--- config.mk ---
export PLATFORM = sky130hd
export DESIGN_NAME = dmem_arbiter
export DESIGN_NICKNAME = d
export VERILOG_FILES = /design/src/rtl/dmem_arbiter.sv
export SDC_FILE = /design/constraint.sdc
export NUM_CORES = 1
export LEC_CHECK = 0
export ABC_AREA = 1
export CORE_AREA = 2 2 120 122
export CTS_BUF_LIST = sky130_fd_sc_hd__clkbuf_4
export CTS_CLUSTER_SIZE = 30
export DETAILED_ROUTE_END_ITERATION = 16
export DIE_AREA = 0 0 122 124
export DONT_BUFFER_PORTS = 1
export MAX_ROUTING_LAYER = met4
export PLACE_DENSITY_LB_ADDON = 0.25
export SYNTH_ARGS = -nofsm -noshare
export SYNTH_HDL_FRONTEND = slang
export SYNTH_SLANG_ARGS = --single-unit
--- constraint.sdc ---
create_clock -name clk -period 1.3 [get_ports clk]
set_input_delay 0.13 -clock clk [delete_from_list [all_inputs] [get_ports clk]]
set_output_delay 0.13 -clock clk [all_outputs]
set_load 0.02 [all_outputs]
--- src/rtl/dmem_arbiter.sv ---
// Round-robin arbiter between the core load/store path and the debug/DMA port for one byte-lane data memory.
// Optional DMEM_SIGN_EXT_EN: byte/half reads sign-extend instead of zero-extend.
module dmem_arbiter #(
  parameter int AW = 32,
  parameter int DW = 32
) (
  input  logic          clk,
  input  logic          rst_n,
  input  logic          req0,
  input  logic          we0,
  input  logic [1:0]    size0,
  input  logic [AW-1:0] addr0,
  input  logic [DW-1:0] wdata0,
  output logic          gnt0,
  output logic          done0,
  output logic [DW-1:0] rdata0,
  input  logic          req1,
  input  logic          we1,
  input  logic [1:0]    size1,
  input  logic [AW-1:0] addr1,
  input  logic [DW-1:0] wdata1,
  output logic          gnt1,
  output logic          done1,
  output logic [DW-1:0] rdata1,
  output logic [AW-1:0] mem_addr,
  output logic [DW-1:0] mem_wdata,
  output logic [1:0]    mem_write,
  output logic [1:0]    mem_read,
  input  logic [DW-1:0] mem_rdata
);

`ifdef DMEM_SIGN_EXT_EN
  localparam logic SIGN_EXT = 1'b1;
`else
  localparam logic SIGN_EXT = 1'b0;
`endif

  localparam logic [1:0] SZ_HALF = 2'b00;
  localparam logic [1:0] SZ_WORD = 2'b01;
  localparam logic [1:0] SZ_BYTE = 2'b10;
  localparam logic [1:0] NO_WRITE = 2'b11;

  typedef enum logic [1:0] {S_IDLE, S_ACCESS, S_DONE} state_t;

  state_t        state_q;
  logic          sel_q;
  logic          ptr_q;
  logic          gnt0_q, gnt1_q, done0_q, done1_q;
  logic [DW-1:0] cap_q;

  logic          win_d;
  logic          any_req;
  logic          sel_we;
  logic [1:0]    sel_size;
  logic [AW-1:0] sel_addr;
  logic [DW-1:0] sel_wdata;
  logic [DW-1:0] fmt_d;

  assign any_req   = req0 | req1;
  assign sel_we    = sel_q ? we1    : we0;
  assign sel_size  = sel_q ? size1  : size0;
  assign sel_addr  = sel_q ? addr1  : addr0;
  assign sel_wdata = sel_q ? wdata1 : wdata0;

  // Under contention the requester that did not win last time goes next.
  always_comb begin
    if (req0 && !req1)      win_d = 1'b0;
    else if (req1 && !req0) win_d = 1'b1;
    else                    win_d = ~ptr_q;
  end

  always_comb begin
    mem_addr  = '0;
    mem_wdata = '0;
    mem_write = NO_WRITE;
    mem_read  = 2'b00;
    if (state_q == S_ACCESS) begin
      mem_addr  = sel_addr;
      mem_wdata = sel_wdata;
      if (sel_we)
        mem_write = sel_size;
      else if (sel_size == SZ_WORD || sel_size == SZ_HALF)
        mem_read = 2'b01;
    end
    // Reset must block the falling-edge write even in the middle of an access.
    if (!rst_n)
      mem_write = NO_WRITE;
  end

  always_comb begin
    fmt_d = '0;
    if (!sel_we) begin
      case (sel_size)
        SZ_WORD: fmt_d = mem_rdata;
        SZ_HALF: fmt_d = {{(DW-16){SIGN_EXT & mem_rdata[15]}}, mem_rdata[15:0]};
        SZ_BYTE: fmt_d = {{(DW-8){SIGN_EXT & mem_rdata[7]}}, mem_rdata[7:0]};
        default: fmt_d = '0;
      endcase
    end
  end

  always_ff @(posedge clk) begin
    if (!rst_n) begin
      state_q <= S_IDLE;
      sel_q   <= 1'b0;
      ptr_q   <= 1'b1;
      gnt0_q  <= 1'b0;
      gnt1_q  <= 1'b0;
      done0_q <= 1'b0;
      done1_q <= 1'b0;
      cap_q   <= '0;
    end else begin
      gnt0_q  <= 1'b0;
      gnt1_q  <= 1'b0;
      done0_q <= 1'b0;
      done1_q <= 1'b0;
      case (state_q)
        S_IDLE, S_DONE: begin
          if (any_req) begin
            state_q <= S_ACCESS;
            sel_q   <= win_d;
            ptr_q   <= win_d;
            gnt0_q  <= ~win_d;
            gnt1_q  <= win_d;
          end else begin
            state_q <= S_IDLE;
          end
        end
        S_ACCESS: begin
          state_q <= S_DONE;
          cap_q   <= fmt_d;
          done0_q <= ~sel_q;
          done1_q <= sel_q;
        end
        default: state_q <= S_IDLE;
      endcase
    end
  end

  assign gnt0   = gnt0_q;
  assign gnt1   = gnt1_q;
  assign done0  = done0_q;
  assign done1  = done1_q;
  assign rdata0 = done0_q ? cap_q : '0;
  assign rdata1 = done1_q ? cap_q : '0;

endmodule
==> impl_metrics.tcl, run 1 <==
set metrics [dict create \
    status "finished, violations left" \
    failed_checks "hold timing, setup timing" \
    ys_seq_elements 40 \
    mostFrequentLayoutCells "nand2_1, inv_4, nand2_4" \
    tritoncts "done" \
    nets 787 \
    final_cells 797 \
    hpwl_mm 9.44 \
    drv_cap 0 \
    ys_seq_area_frac 0.262 \
    drv_slew 0 \
    worst-path-buf-inv 3 \
    r2r_slack_ps -120 \
    fin_crit_sh 1.24 \
    power.share.combinational 0.446 \
    diodes 0 \
    end_kind "output port" \
    fin_hold_ws_ps -128 \
    viasPerCell 5.06 \
    path_cells "buf_12 > clkbuf_16 > nand2_2 > a21oi_2 > buf_4" \
    grt_pass1_vias 3355 \
    row_count 43 \
    placed_area_um2 3840 \
    rsz0062_at_grt "true" \
    die_area_um2 15100 \
    syn_avg_cell_area_um2 5.63 \
    initial_utilization 0.223 \
    grt_max_degree 38 \
    clk_latency_ps 360 \
    synth_area_leader_cell "dfxtp_1" \
    skew_ps 5.23 \
    pwr-share-seq 0.380 \
    cts_buffers 5 \
    layout_setup_ws_ps -318 \
    regArea_um2 813 \
    slowest_stage "dfxtp_4" \
    multi_input_area_um2 2600 \
    cpPeakStageDelay_ps 440 \
    clkSinkCount 40 \
    synth_top_area_share 0.262 \
    coreArea_um2 13700 \
    grt_antenna_before_repair 0 \
    cp_top_family "buffers and inverters" \
    clock_path_buffers 2 \
    post_drt_wl_per_cell_um 19.1 \
    p_leak_nw 2.95 \
    place_congestion 0.827 \
    dp.cells 753 \
    worst-path-max-fanout 7 \
    grt_pass1_wl_mm 17.9 \
    crit_type "reg2out" \
    power_density_nw_per_um2 685 \
    clockRootBuffer "clkbuf_4" \
    hold_path.class "in2reg" \
    netSwitchingFraction 0.412 \
    p_int_w 0.00224 \
    synth_nets 712 \
    port_buffers 0 \
    clkTransAtPathRegs_ps 130 \
    die_h_um 124 \
    die_w_um 122 \
    yosys_warnings 0 \
    power_w 0.00381 \
    synth_cell_types 24 \
    crit_arrival_ps 1490 \
    hold_viol 26 \
    via_count 4031 \
    fin_area_um2 5560 \
    clockPowerShare 0.174 \
    fin_util 0.405 \
    syn-instance-count 542 \
    drive_gt1_frac 0.558 \
    htree_levels 2 \
    pin_count 306 \
    drtIter0Drc 265 \
    min_period_ps 1620 \
    drt-total-wl_mm 15.3 \
    fillers 1371 \
    grt_usage 0.154 \
    max_freq_mhz 618 \
    synth_area_leaders "dfxtp_1, nand2_1, a21oi_1" \
    startpoint_type "flip-flop" \
    ant_nets 0 \
    route.detailed.drc 0 \
    required_ps 1170 \
    final_common_cell "nand2_1" \
    setup_violations 153 \
    syn2layout_area_growth_pct 82.2 \
    drtPass1Iterations 5 \
    grt-ovfl-total 0 \
    p_sw_w 0.00157 \
    syn-cell-area_um2 3050 \
    irDropWorstVdd_mv 0.322 \
]
## power groups by stage
stage / combinational (W) / sequential, W / clock, W
global placement: 0.00115 / 0.00141 / 0
floorplan: 0.000805 / 0.00139 / 0
global route: 0.00181 / 0.00146 / 0.000715
detailed placement: 0.00117 / 0.00141 / 0
CTS: 0.00132 / 0.00138 / 0.000685
finish: 0.00170 / 0.00145 / 0.000664
## timing repair
item,CTS,global route
cloned,1,18
setup buffers,5,2
endpoints found under the hold margin,36,26
gates resized for setup,52,316
pin swaps,11,78
hold buffers,10,2
setup endpoints to repair,119,147
## layout make-up
| type | count | area share |
|---|---|---|
| clock buffers | 6 | 0.00810 |
| clock inverters | 1 | 0.000900 |
| inverters | 73 | 0.0753 |
| multi-input cells | 384 | 0.468 |
| flip-flops and latches | 40 | 0.146 |
| well taps | 180 | 0.0405 |
| repair buffers | 113 | 0.261 |
## sequential cells by signal (all words and copies together), names as in the netlist
| name | flops |
|---|---|
| gnt1 | 1 |
| ptr_q | 1 |
| gnt0 | 1 |
| sel_q | 1 |
| done1 | 1 |
| state_q | 2 |
| done0 | 1 |
| cap_q | 32 |
## metal layers
layer	share of wire	wire [um]	global-route usage
met1	0.41	6250	0.191
met2	0.50	7610	0.259
met3	0.076	1160	0.0339
met4	0.015	233	0.0330
met5	0	0	-
## cell usage after synthesis
cell type	n
buf_4	7
a21boi_0	1
inv_1	71
buf_6	4
inv_2	1
nand2_2	5
nor3_2	1
clkbuf_1	17
nand2_4	1
nor4_1	1
nor3_1	2
buf_2	17
inv_4	1
nand2_1	208
nor2_1	3
dfxtp_1	40
nand3_1	10
o21ai_0	25
conb_1	1
nand4_1	25
o21a_1	1
a21oi_1	97
nor2_2	2
nor2_8	1
## logic make-up (layout without fill, tap and decap cells)
logic type / after synthesis / count (layout) / synth area share
AOI/OAI and AO/OA: 124 / 124 / 0.205
buffers and inverters: 118 / 193 / 0.171
other: 1 / 1 / 0.00123
and+or+nand+nor: 259 / 259 / 0.360
DFF: 40 / 40 / 0.262
## path summary, 6_finish.rpt
path / startpoint / endpoint / cells after the start
setup / recovery: sel_q / mem_addr[1] / 5
hold / removal: rst_n / ptr_q / 1
setup reg to reg: sel_q / cap_q[16] / 8
hold reg to reg: cap_q[11] / cap_q[11] / 2
## per-stage QoR
stage / setup TNS [ps] / hold WS [ps] / setup slack (ps)
after CTS: -19100 / -144 / -341
after detailed placement: -33.2 / 238 / -33.2
after global placement: -11.0 / 223 / -11.0
after global routing: -29240 / -130 / -379
final: -20930 / -128 / -318
after floorplan: -827 / 268 / -23.4
No activity file was read; power rests on OpenSTA's default activity.
==> run 2, diff against run 1 <==
Settings changed: PLACE_DENSITY set to 0.4, PLACE_DENSITY_LB_ADDON 0.25 to not set, SETUP_SLACK_MARGIN set to 0.1.
==> impl_metrics.tcl, run 2 (synthesized netlist as in run 1, its figures left out) <==
set metrics [dict create \
    status "finished, violations left" \
    failed_checks "setup timing" \
    hold_viol 0 \
    layout_setup_ws_ps -330 \
    die_h_um 124 \
    clockRootBuffer "clkbuf_4" \
    grt_usage 0.191 \
    clock_path_buffers 2 \
    viasPerCell 5.11 \
    fin_hold_ws_ps 37.4 \
    diodes 0 \
    dp.cells 708 \
    largest_register_ffs 32 \
    htree_levels 2 \
    grt-ovfl-total 0 \
    post_drt_wl_per_cell_um 20.7 \
    grt_max_degree 31 \
    via_count 4102 \
    die_area_um2 15100 \
    crit_type "reg2out" \
    drtIter0Drc 163 \
    relSlewSlack 0.434 \
    die_w_um 122 \
    pin_count 306 \
    nets 791 \
    fillers 1295 \
    rsz0062_at_grt "true" \
    drtPass1Iterations 4 \
    slowest_stage "dfxtp_4" \
    drive_gt1_frac 0.537 \
    startpoint_type "flip-flop" \
    grt_antenna_before_repair 0 \
    setup_violations 123 \
    drt-total-wl_mm 16.6 \
    cts_buffers 5 \
    grt_pass1_wl_mm 21.4 \
    end_kind "output port" \
    setup_tns_ps -19460 \
    final_common_cell "nand2_1" \
    coreArea_um2 13700 \
    grt_pass1_vias 3852 \
    reg_top3 "cap_q x32, state_q x2" \
    irDropWorstVdd_mv 0.450 \
    final_cells 802 \
    drv_cap 0 \
    cpPeakStageDelay_ps 470 \
    worst-path-max-fanout 8 \
    power_density_nw_per_um2 656 \
    hold_path.class "in2reg" \
    p_leak_nw 3.34 \
    drv_slew 0 \
    crit_top_cell "buf_12" \
    place_congestion 0.720 \
    row_count 43 \
    syn2layout_area_growth_pct 110 \
    hold_path_depth 2 \
    initial_utilization 0.223 \
    top_register "cap_q" \
    tritoncts "done" \
    reg2reg_depth 8 \
    tightest_slew_ps 849 \
    route.detailed.drc 0 \
    port_buffers 0 \
    crit_arrival_ps 1500 \
    path_cells "buf_12 > buf_12 > buf_16 > nand2_2 > a21oi_4" \
    hpwl_mm 9.53 \
    clk_latency_ps 350 \
    fin_util 0.467 \
    mostFrequentLayoutCells "nand2_1, nand2_4, inv_4" \
    ant_nets 0 \
    required_ps 1170 \
    max_freq_mhz 614 \
    min_period_ps 1630 \
    clkSinkCount 40 \
    clkTransAtPathRegs_ps 110 \
    skew_ps 16.7 \
    place_ws_ps -94.2 \
    fin_crit_sh 1.25 \
]
==> run 2: where the power goes <==
part	leakage (nW)	internal, W	switching (W)
Clock	0.0293	0.000228	0.000429
Sequential	0.330	0.00131	0.000151
Combinational	2.98	0.000910	0.00118
==> run 2: cell type report <==
class,count,area [um^2],area share
repair buffers,117,1740,0.272
flip-flops and latches,40,813,0.127
clock inverters,2,11.3,0.00176
multi-input cells,384,3120,0.487
well taps,180,225,0.0352
inverters,73,452,0.0705
clock buffers,6,45.0,0.00703
==> run 2: final timing paths <==
kind,from,end,slack (ps)
min reg2reg,ptr_q,ptr_q,530
max reg2reg,sel_q,cap_q[7],-40
min,rst_n,sel_q,40
max,sel_q,mem_addr[30],-330
==> run 2: critical path, delay by kind of cell (launching register included) <==
kind / cells / cell delay, ps
compound gates: 1 / 220
flops: 1 / 470
simple gates: 1 / 70
buf+inv: 3 / 400
==> run 2: metrics by stage <==
stage                     instance area, um^2  power [W]
after CTS                                5690    0.00405
final                                    6400    0.00420
after global placement                   3970    0.00264
after floorplan                          3710    0.00244
after detailed placement                 3970    0.00266
after global routing                     6400    0.00442
==> run 2: layer usage <==
| layer | global-route usage | share of wire |
|---|---|---|
| met1 | 0.189 | 0.34 |
| met2 | 0.366 | 0.56 |
| met3 | 0.0375 | 0.070 |
| met4 | 0.0797 | 0.037 |
| met5 | - | 0 |
==> run 2: repair_timing <==
action,4_1_cts,5_1_grt
hold buffers,34,0
gates resized for setup,239,155
pin swaps,48,21
endpoints found under the setup margin,162,167
buffers inserted,25,6
gates cloned,17,7
endpoints found under the hold margin,34,0
